[src/rtl/instr_enc_pkg.sv]
// Shared types and field positions for the instruction encoder/loader.
// Field layout is the fixed 32-bit word format.
package instr_enc_pkg;

  typedef enum logic [1:0] {
    OP_DP  = 2'b00,
    OP_MEM = 2'b01,
    OP_BR  = 2'b10,
    OP_ILL = 2'b11
  } op_t;

  typedef enum logic [1:0] {
    S_IDLE = 2'b00,
    S_LOAD = 2'b01,
    S_FULL = 2'b10,
    S_ERR  = 2'b11
  } state_t;

  localparam int COND_MSB  = 31;
  localparam int OP_LSB    = 26;
  localparam int FUNCT_LSB = 20;
  localparam int RN_LSB    = 16;
  localparam int RD_LSB    = 12;
  localparam int RM_LSB    = 0;
  localparam int IMM12_W   = 12;
  localparam int IMM24_W   = 24;

  typedef struct packed {
    logic [3:0]         cond;
    op_t                op;
    logic [5:0]         funct;
    logic [3:0]         rn;
    logic [3:0]         rd;
    logic [3:0]         rm;
    logic [IMM24_W-1:0] imm;
  } instr_fields_t;

endpackage

[src/rtl/instr_pack.sv]
// Combinational packer: decoded field bundle -> instruction word, plus illegal-op flag.
module instr_pack
  import instr_enc_pkg::*;
#(
  parameter int BITS = 32
) (
  input  instr_fields_t   f,
  output logic [BITS-1:0] word,
  output logic            ill
);

  always_comb begin
    word = '0;
    ill  = 1'b0;
    word[COND_MSB -: 4] = f.cond;
    word[OP_LSB +: 2]   = f.op;
    case (f.op)
      OP_DP, OP_MEM: begin
        word[FUNCT_LSB +: 6] = f.funct;
        word[RN_LSB +: 4]    = f.rn;
        word[RD_LSB +: 4]    = f.rd;
        // funct[5] selects the immediate form for DP; MEM always carries imm12
        if (f.op == OP_MEM || f.funct[5])
          word[IMM12_W-1:0] = f.imm[IMM12_W-1:0];
        else
          word[RM_LSB +: 4] = f.rm;
      end
      OP_BR: begin
        word[FUNCT_LSB+4 +: 2] = f.funct[5:4];
        word[IMM24_W-1:0]      = f.imm;
      end
      default: ill = 1'b1;
    endcase
  end

endmodule

[src/rtl/instr_encoder_loader.sv]
// Packs field bundles into instruction words and writes them to instruction
// memory at an auto-incrementing address; stops on full or on an illegal op.
module instr_encoder_loader
  import instr_enc_pkg::*;
#(
  parameter int BITS   = 32,
  parameter int DEPTH  = 64,
  parameter int ADDR_W = $clog2(DEPTH)
) (
  input  logic              clk,
  input  logic              rst_n,
  input  logic              start,
  input  logic              done_i,
  input  logic              in_valid,
  output logic              in_ready,
  input  logic [3:0]        cond,
  input  logic [1:0]        op,
  input  logic [5:0]        funct,
  input  logic [3:0]        rn,
  input  logic [3:0]        rd,
  input  logic [3:0]        rm,
  input  logic [23:0]       imm,
  output logic              mem_we,
  output logic [ADDR_W-1:0] mem_addr,
  output logic [BITS-1:0]   mem_wdata,
  output logic [ADDR_W:0]   count,
  output logic              busy,
  output logic              full,
  output logic              err,
  output logic [ADDR_W-1:0] err_addr
);

  // Assert asynchronously, release on a clock edge two flops later.
  logic [1:0] rsync;
  logic       rst_sync_n;

  always_ff @(posedge clk or negedge rst_n) begin
    if (!rst_n) rsync <= '0;
    else        rsync <= {rsync[0], 1'b1};
  end
  assign rst_sync_n = rsync[1];

  state_t           state, state_nx;
  logic [ADDR_W-1:0] addr;
  instr_fields_t    fields;
  logic [BITS-1:0]  word;
  logic             ill;
  logic             xfer, last, do_wr, do_err;

  assign fields = '{cond: cond, op: op_t'(op), funct: funct,
                    rn: rn, rd: rd, rm: rm, imm: imm};

  instr_pack #(.BITS(BITS)) u_pack (
    .f    (fields),
    .word (word),
    .ill  (ill)
  );

  assign in_ready = (state == S_LOAD);
  assign busy     = (state == S_LOAD);
  assign full     = (state == S_FULL);
  assign xfer     = in_valid & in_ready;
  assign last     = (addr == ADDR_W'(DEPTH - 1));

  always_ff @(posedge clk or negedge rst_sync_n) begin
    if (!rst_sync_n) state <= S_IDLE;
    else             state <= state_nx;
  end

  // start overrides everything, including a transfer offered in the same cycle
  always_comb begin
    state_nx = state;
    do_wr    = 1'b0;
    do_err   = 1'b0;
    if (start) begin
      state_nx = S_LOAD;
    end else begin
      case (state)
        S_LOAD: begin
          if (xfer && ill) begin
            do_err   = 1'b1;
            state_nx = S_ERR;
          end else begin
            do_wr = xfer;
            if (done_i)            state_nx = S_IDLE;
            else if (xfer && last) state_nx = S_FULL;
          end
        end
        S_FULL:  if (done_i) state_nx = S_IDLE;
        default: state_nx = state;
      endcase
    end
  end

  always_ff @(posedge clk or negedge rst_sync_n) begin
    if (!rst_sync_n) begin
      addr      <= '0;
      count     <= '0;
      err       <= 1'b0;
      err_addr  <= '0;
      mem_we    <= 1'b0;
      mem_addr  <= '0;
      mem_wdata <= '0;
    end else begin
      mem_we <= do_wr;
      if (start) begin
        addr     <= '0;
        count    <= '0;
        err      <= 1'b0;
        err_addr <= '0;
      end else begin
        if (do_wr) begin
          mem_addr  <= addr;
          mem_wdata <= word;
          count     <= count + 1'b1;
          if (!last) addr <= addr + 1'b1;
        end
        if (do_err) begin
          err      <= 1'b1;
          err_addr <= addr;
        end
      end
    end
  end

endmodule

[config.mk]
export PLATFORM = sky130hd
export DESIGN_NAME = instr_encoder_loader
export DESIGN_NICKNAME = d
export VERILOG_FILES = /design/src/rtl/instr_enc_pkg.sv /design/src/rtl/instr_pack.sv /design/src/rtl/instr_encoder_loader.sv
export SDC_FILE = /design/constraint.sdc
export NUM_CORES = 1
export LEC_CHECK = 0
export BUFFER_PORTS_ARGS = -buffer_cell sky130_fd_sc_hd__buf_2
export CORE_MARGIN = 2
export CORE_UTILIZATION = 37
export CTS_CLUSTER_DIAMETER = 150
export CTS_CLUSTER_SIZE = 28
export DETAILED_ROUTE_END_ITERATION = 16
export SLEW_MARGIN = 40
export SYNTH_ARGS = -nofsm -noshare
export SYNTH_HDL_FRONTEND = slang
export SYNTH_SLANG_ARGS = --single-unit
[constraint.sdc]
create_clock -name clk -period 2.7 [get_ports clk]
set_clock_uncertainty 0.1 [all_clocks]
set_input_delay 0.27 -clock clk [delete_from_list [all_inputs] [get_ports clk]]
set_output_delay 0.27 -clock clk [all_outputs]
set_load 0.05 [all_outputs]
==> impl_metrics.ini, run 1 <==
[outcome]
status = finished, final reports clean

[timing]
worstMarginPinSlew_ns = 0.631
finalMaxSlewViolations = 0
finalHoldViolCount = 0
layout_min_cycle_time_ns = 2.03
relSlewSlack = 0.580
period_share = 0.753
timing.setup.tns_ns = 0
fmax_mhz = 492
setup_viol = 0
whs_ns = 0.0720
rsz0062_at_grt = no
worst_slack_ns = 0.666

[logic_synthesis]
synth_cell_types = 43
ys_warn_count = 0
async_reset_ff_frac = 1.00
yosysSeqAreaShare = 0.524
synth_edf_count = 0
synth_nets = 322
synth_top_cell_by_area = dfrtp_1
syn_area_per_cell_um2 = 11.3
syn_inst = 267
ys_ff_latch = 63
netlist_top_cells_area = dfrtp_1 52%, mux2_2 12%, nor2b_1 5.0%, mux2i_1 4.3%, a21oi_1 4.2%
synthFlopType = dfrtp_1
netlist_area_um2 = 3010
synth_top_area_frac = 0.524

[setup_path]
start_kind = flop
cp-end-kind = flop
crit_type = flop to flop
worstPathRequired_ns = 2.81
cp_max_fo = 28
cp.arrival_ns = 2.15

[global_routing]
grt_pass1_wl_mm = 11.3
antenna_found_initial = 0
grtUsageTotal = 0.164
grt_max_degree = 35
first_global_vias = 2326
grt_overflow_total = 0

[place]
portBuffers = 108
gp_congestion = 0.779
place_ws_ns = 0.676
dp_hpwl_mm = 5.04

[clock_tree]
cts_tree = done
cts_buffer_depth = 2
insertion_delay_ns = 0.33
clock-sinks = 63
clockRootBuffer = clkbuf_8
cts_resized = 0
path_clk_slew_ns = 0.07
htree_num_levels = 3
numCtsBuffers = 9

[routing]
wl_per_cell_um = 14.6
wirelength_mm = 7.06
first_iter_violations = 107
viasPerCell = 4.98
vias = 2407
firstDrtPassIters = 4
drc_errors = 0
ant_nets = 0

[job]
drv_cap = 0

[layout]
final_cell_mix = 108 x buf_2, 62 x dfrtp_1, 32 x mux2_2
nets = 431
mostFrequentLayoutCell = buf_2
utilization = 0.490
fill_cells = 766
antenna_cells = 0
syn_to_final_growth_pct = 27.2
drive_gt1_frac = 0.441

[die]
num_rows = 32
initial_core_util = 0.386
dieArea_um2 = 8870
die_height_um = 94.2
io_pins = 109
coreArea_um2 = 7810
die_w_um = 94.2

[pwr]
power_density_nw_per_um2 = 725
totalPowerFinal_mw = 2.78
total_leakage_power_nw = 1.86
ir_drop_v = 0.000383

[min_path]
hold_class = input pin to flop
cells in the mapped netlist (3+ instances only):
cell      number
a211oi_1       3
a21oi_1       25
buf_2          5
buf_4          5
clkbuf_1       6
dfrtp_1       63
inv_1         16
mux2_2        32
mux2i_1       13
nand2_1        8
nand3_1       12
nor2_1         5
nor2b_1       24
o21ai_0       10
or4_1          3
state kept, by name, indices dropped and copies added (netlist names):
signal,count
err_addr,6
count,7
err,1
state,2
mem_wdata,32
mem_addr,6
mem_we,1
addr,6
rsync,2
per-layer routing:
layer | GRT usage | up-vias | part of all wire
met2 | 0.264 | 67 | 0.49
met4 | 0.0749 | 0 | 0.016
met5 | 0 | - | 0
li1 | - | 1158 | -
met3 | 0.0281 | 9 | 0.050
met1 | 0.216 | 1173 | 0.44
cells by family (layout without fill, tap and decap cells):
| kind of cell | after synthesis | count (layout) | synth area share |
|---|---|---|---|
| AOI/OAI and AO/OA | 50 | 50 | 0.0993 |
| adders and majority gates | 2 | 2 | 0.00831 |
| buffers and inverters | 34 | 148 | 0.0557 |
| DFF | 63 | 63 | 0.524 |
| muxes | 46 | 46 | 0.167 |
| other | 1 | 1 | 0.00125 |
| and+or+nand+nor | 71 | 71 | 0.145 |
worst max-delay path: stages (launching register included):
cell and delay, ns:
dfrtp_1 0.44, nand3b_4 0.34, nor3_4 0.41, buf_12 0.25, mux2_2 0.36
worst paths after layout:
| path | start | to | slack, ns | cells past startpoint |
|---|---|---|---|---|
| max in group asynchronous | rsync[1]$_DFF_PN0_ | mem_wdata[27]$_DFFE_PN0P_ | 1.69 | 1 |
| worst min register to register | rsync[1]$_DFF_PN0_ | err_addr[1]$_DFFE_PN0P_ | 0.19 | 0 |
| worst min-delay path | cond[0] | mem_wdata[28]$_DFFE_PN0P_ | 0.07 | 2 |
| min in group asynchronous | rst_n | rsync[1]$_DFF_PN0_ | 0.15 | 2 |
| worst max register to register | state[1]$_DFFE_PN0P_ | mem_addr[5]$_DFFE_PN0P_ | 0.67 | 4 |
| worst max-delay path | state[1]$_DFFE_PN0P_ | mem_addr[5]$_DFFE_PN0P_ | 0.67 | 4 |
power by group:
| group | switching [mW] | total [mW] | internal (mW) |
|---|---|---|---|
| combinational | 0.671 | 0.919 | 0.248 |
| sequential | 0.0795 | 1.16 | 1.08 |
| clock | 0.364 | 0.698 | 0.333 |
| total | 1.11 | 2.78 | 1.66 |
metrics by stage:
step / cell area [um2] / std cells
after global placement: 3650 / 466
final: 3830 / 483
after detailed placement: 3650 / 466
after global routing: 3830 / 483
after CTS: 3830 / 483
after floorplan: 3010 / 267
area by class of cell:
| type | instances | area [um2] | area share |
|---|---|---|---|
| tap | 102 | 128 | 0.0333 |
| multi-input combinational | 170 | 1270 | 0.331 |
| sequential | 63 | 1580 | 0.412 |
| timing repair buffer | 116 | 628 | 0.164 |
| clock buffer | 11 | 131 | 0.0343 |
| inverter | 16 | 60.1 | 0.0157 |
| clock inverter | 5 | 35.0 | 0.00915 |
timing repair:
action | 4_1_cts | 5_1_grt
endpoints found under the setup margin | 0 | 0
buffers inserted | 0 | 0
hold endpoints to repair | 2 | 0
hold buffers | 1 | 0
Note: power is estimated with default switching activity, not from simulation.
==> run 2, diff against run 1 <==
clock period = 1.8 ns   (was 2.7 ns; I/O delays follow)
==> run 2 against run 1 <==
Net effect:
- register-to-register slack worse by 0.57 ns
- utilization up 2.4 points
- non-clock buffer count up 18
- highest routed layer unchanged
==> impl_metrics.ini, run 2 (synthesized netlist as in run 1, its figures left out) <==
[layout]
syn_to_final_growth_pct = 33.3
layoutNonFillerInstCount = 501
final_cell_mix = 108 x buf_2, 60 x dfrtp_1, 32 x mux2_2
drive_gt1_frac = 0.461
mostFrequentLayoutCell = buf_2
fill_cells = 741
antenna_cells = 0
nets = 449
final_design_area_no_fill_um2 = 4010
largest-register = mem_wdata
biggestRegsByFlops = mem_wdata (32), count (7)
largest_reg_flops = 32

[timing]
layout_min_cycle_time_ns = 1.70
fmax_mhz = 589
worstMarginPinSlew_ns = 0.523
worst_slack_ns = 0.101
relSlewSlack = 0.650
timing.setup.tns_ns = 0
setup_viol = 0
finalHoldViolCount = 0
period_share = 0.944
finalMaxSlewViolations = 0
rsz0062_at_grt = no

[outcome]
status = finished, final reports clean

[clock_tree]
htree_num_levels = 3
numCtsBuffers = 9
cts_buffer_depth = 2
clock-sinks = 63
clockRootBuffer = clkbuf_8
cts_tree = done
postCtsSetupBuffers = 0
path_clk_slew_ns = 0.07
insertion_delay_ns = 0.33

[setup_path]
crit_family = simple AND/OR/NAND/NOR gates
crit_type = flop to flop
slowest_delay_ns = 0.38
crit_buf_inv = 1
crit_path_cell_trace = nand3b_4, nor3_4, buf_12, mux2_2
cp_max_fo = 39
cp.arrival_ns = 1.81
cp-end-kind = flop
slowest_stage = dfrtp_1
start_kind = flop
worstPathRequired_ns = 1.91

[global_routing]
first_global_vias = 2451
grtUsageTotal = 0.164
antenna_found_initial = 0
grt_overflow_total = 0
grt_pass1_wl_mm = 11.4
grt_max_degree = 62

[pwr]
power_density_nw_per_um2 = 1080
ir_drop_v = 0.000640
total_leakage_power_nw = 1.97

[die]
initial_core_util = 0.386
die_height_um = 94.2
num_rows = 32
io_pins = 109
die_w_um = 94.2
coreArea_um2 = 7810
dieArea_um2 = 8870

[place]
portBuffers = 108
place_ws_ns = 0.0509
placed_area_um2 = 3740
gp_congestion = 0.792
placed_cells = 478
dp_hpwl_mm = 4.89

[routing]
first_iter_violations = 103
wirelength_mm = 7.06
vias = 2481
wl_per_cell_um = 14.1
viasPerCell = 4.95
firstDrtPassIters = 4
ant_nets = 0
drc_errors = 0

[min_path]
hold_class = input pin to flop

[job]
drv_cap = 0
-- run 2: changes by cell type in the layout (fill, tap and decap cells not counted), sizes merged --
cell,delta
buf,+12
bufinv,+1
clkbuf,+1
clkinv,-1
clkinvlp,-1
dlygate4sd3,+6
-- run 2: what timing repair did --
item | in CTS | in global routing
endpoints found under the hold margin | 8 | 0
hold buffers | 7 | 0
setup endpoints to repair | 0 | 1
gates resized for setup | 0 | 1
-- run 2: worst paths after layout --
path / start / to / slack [ns] / cells past startpoint
setup / recovery: state[1]$_DFFE_PN0P_ / mem_addr[4]$_DFFE_PN0P_ / 0.10 / 4
hold / removal: imm[19] / mem_wdata[19]$_DFFE_PN0P_ / 0.04 / 3
setup reg to reg: state[1]$_DFFE_PN0P_ / mem_addr[4]$_DFFE_PN0P_ / 0.10 / 4
hold reg to reg: rsync[1]$_DFF_PN0_ / count[5]$_DFFE_PN0P_ / 0.17 / 1
max in group asynchronous: rsync[1]$_DFF_PN0_ / mem_wdata[30]$_DFFE_PN0P_ / 1.15 / 1
min in group asynchronous: rst_n / rsync[1]$_DFF_PN0_ / 0.06 / 2
-- run 2: tightest hold or removal path, cell delays in order --
cell and delay (ns):
buf_2 0.08, a21oi_1 0.05, mux2i_1 0.12
-- run 2: area by class of cell --
cell class / instances / area, um2 / area share
flip-flops and latches: 63 / 1580 / 0.394
clock buffers: 12 / 145 / 0.0362
repair buffers: 134 / 778 / 0.194
well taps: 102 / 128 / 0.0318
inverters: 16 / 60.1 / 0.0150
clock inverters: 4 / 45.0 / 0.0112
multi-input cells: 170 / 1280 / 0.318
-- run 2: where the power goes --
part	total (mW)	leakage [nW]	internal [mW]	switching, mW
Clock	1.20	0.100	0.672	0.528
Sequential	1.72	0.804	1.62	0.0968
Combinational	1.43	1.06	0.395	1.03
-- run 2: routing by layer --
metal,vias up,share of wire,global-route usage,wire length [um]
met4,0,0.014,0.0688,100
met2,69,0.49,0.275,3470
met3,8,0.053,0.0273,371
met5,-,0,0,0
li1,1192,-,-,-
met1,1212,0.44,0.210,3120
-- run 2: per-stage QoR --
step / total power, mW / hold WS (ns) / util
after floorplan: 2.80 / -0.216 / -
after global placement: 3.15 / -0.135 / 0.480
after detailed placement: 3.17 / -0.132 / 0.480
after CTS: 4.40 / 0.0288 / 0.513
after global routing: 4.56 / 0.0341 / 0.514
final: 4.34 / 0.0380 / 0.514
==> run 3, diff against run 2 <==
REMOVE_ABC_BUFFERS = 1   (was default)
clock period = 1.9 ns   (was 1.8 ns; I/O delays follow)
==> run 3 against run 2 <==
Net effect:
- worst hold slack gained 0.0033 ns
- critical path depth unchanged
- design area grew 0.50%
- critical path type unchanged
- via count fell by 1.2%
- routed wire length hardly changed
- die area unchanged
- fmax is 1.9% lower
- global-route usage is 0.50 points lower
- non-clock buffer count fell by 4
- register-to-register slack better by 0.07 ns
==> impl_metrics.ini, run 3 (synthesized netlist as in run 1, its figures left out) <==
[layout]
layoutNonFillerInstCount = 497
fill_cells = 757
syn_to_final_growth_pct = 34.0
drive_gt1_frac = 0.453
antenna_cells = 0
mostFrequentLayoutCell = buf_2
largest_reg_flops = 32
final_cell_mix = 108 x buf_2, 62 x dfrtp_1, 32 x mux2_2
largest-register = mem_wdata
nets = 445
biggestRegsByFlops = mem_wdata (32), count (7)

[die]
dieArea_um2 = 8870
die_w_um = 94.2
die_height_um = 94.2
io_pins = 109
initial_core_util = 0.386
coreArea_um2 = 7810
num_rows = 32

[routing]
firstDrtPassIters = 4
viasPerCell = 4.93
drc_errors = 0
wl_per_cell_um = 14.2
first_iter_violations = 77
vias = 2451
ant_nets = 0
wirelength_mm = 7.06

[place]
place_ws_ns = 0.143
gp_congestion = 0.780
placed_cells = 474
dp_hpwl_mm = 4.97
portBuffers = 108

[pwr]
total_leakage_power_nw = 1.97
totalPowerFinal_mw = 4.40
ir_drop_v = 0.000528
power_density_nw_per_um2 = 1090

[global_routing]
grt_use_met1 = 0.202
use_met2 = 0.261
grt_max_degree = 39
met3_usage = 0.0297
grt_pass1_wl_mm = 11.0
grtUsageTotal = 0.159
grt_overflow_total = 0
first_global_vias = 2360
top_usage_layer = met2
antenna_found_initial = 0

[timing]
layout_min_cycle_time_ns = 1.73
period_share = 0.912
finalHoldViolCount = 0
whs_ns = 0.0414
fmax_mhz = 577
rsz0062_at_grt = no
finalMaxSlewViolations = 0
worstMarginPinSlew_ns = 0.512
setup_viol = 0
worst_slack_ns = 0.168
relSlewSlack = 0.657
timing.setup.tns_ns = 0

[clock_tree]
cts_tree = done
numCtsBuffers = 9
path_clk_slew_ns = 0.07
insertion_delay_ns = 0.34
htree_num_levels = 3
clockRootBuffer = clkbuf_8
clock-sinks = 63
postCtsSetupBuffers = 0
cts_buffer_depth = 2

[min_path]
hold_path_startpoint = imm[19]
hold_depth = 3
hold_class = input pin to flop

[setup_path]
crit_start = state[1]$_DFFE_PN0P_
cp-end-kind = flop
slowest_delay_ns = 0.38
r2r_start = state[1]$_DFFE_PN0P_
cp.arrival_ns = 1.86
reg2regPathDepth = 4
crit_type = flop to flop
worstPathRequired_ns = 2.02
crit_path_cell_trace = nand3b_4, nor3_4, buf_4, mux2_2
cp_max_fo = 15
start_kind = flop
slowest_stage = dfrtp_1

[outcome]
status = finished, final reports clean

[job]
drv_cap = 0
[run 3: changes by cell type in the layout (fill, tap and decap cells not counted), sizes merged]
cell,delta
clkinvlp,+1
buf,-4
clkbuf,-2
clkinv,-1
bufinv,+2
[run 3: repair_timing]
item | in CTS | in global routing
gates resized for setup | 0 | 1
setup endpoints to repair | 0 | 2
hold endpoints to repair | 8 | 0
hold buffers | 7 | 0
[run 3: worst max-delay path: cells and delay by family, from the launching register on]
kind	cells	cell delay [ns]
buf+inv	1	0.26
mux	1	0.36
flops	1	0.38
simple gates	2	0.51
[run 3: path summary, 6_finish.rpt]
check,endpoint,slack (ns)
worst max register to register,mem_addr[1]$_DFFE_PN0P_,0.17
min in group asynchronous,rsync[1]$_DFF_PN0_,0.06
worst min register to register,mem_wdata[29]$_DFFE_PN0P_,0.15
worst min-delay path,mem_wdata[19]$_DFFE_PN0P_,0.04
max in group asynchronous,mem_wdata[6]$_DFFE_PN0P_,1.12
worst max-delay path,mem_addr[1]$_DFFE_PN0P_,0.17
[run 3: layer usage]
| metal | vias to the layer above | part of all wire |
|---|---|---|
| met5 | - | 0 |
| met4 | 0 | 0.020 |
| met3 | 16 | 0.067 |
| met2 | 99 | 0.47 |
| met1 | 1151 | 0.45 |
| li1 | 1185 | - |
[run 3: final cells by class]
type                    instances  area (um2)  share of cell area
repair buffers                130         748               0.186
multi-input cells             170        1270               0.316
clock inverters                 6         108              0.0267
flip-flops and latches         63        1580               0.391
inverters                      16        60.1              0.0149
clock buffers                  10         138              0.0341
well taps                     102         128              0.0316
[run 3: report_power, final]
part / internal, mW / total (mW) / switching (mW)
Sequential: 1.53 / 1.62 / 0.0905
Clock: 0.902 / 1.42 / 0.519
Combinational: 0.376 / 1.35 / 0.977
Total: 2.81 / 4.40 / 1.59
[run 3: stage by stage]
stage                     cell area [um2]   util
final                                4030  0.517
after global routing                 4030  0.517
after CTS                            4030  0.516
after detailed placement             3710  0.475
after global placement               3710  0.475
after floorplan                      2900      -
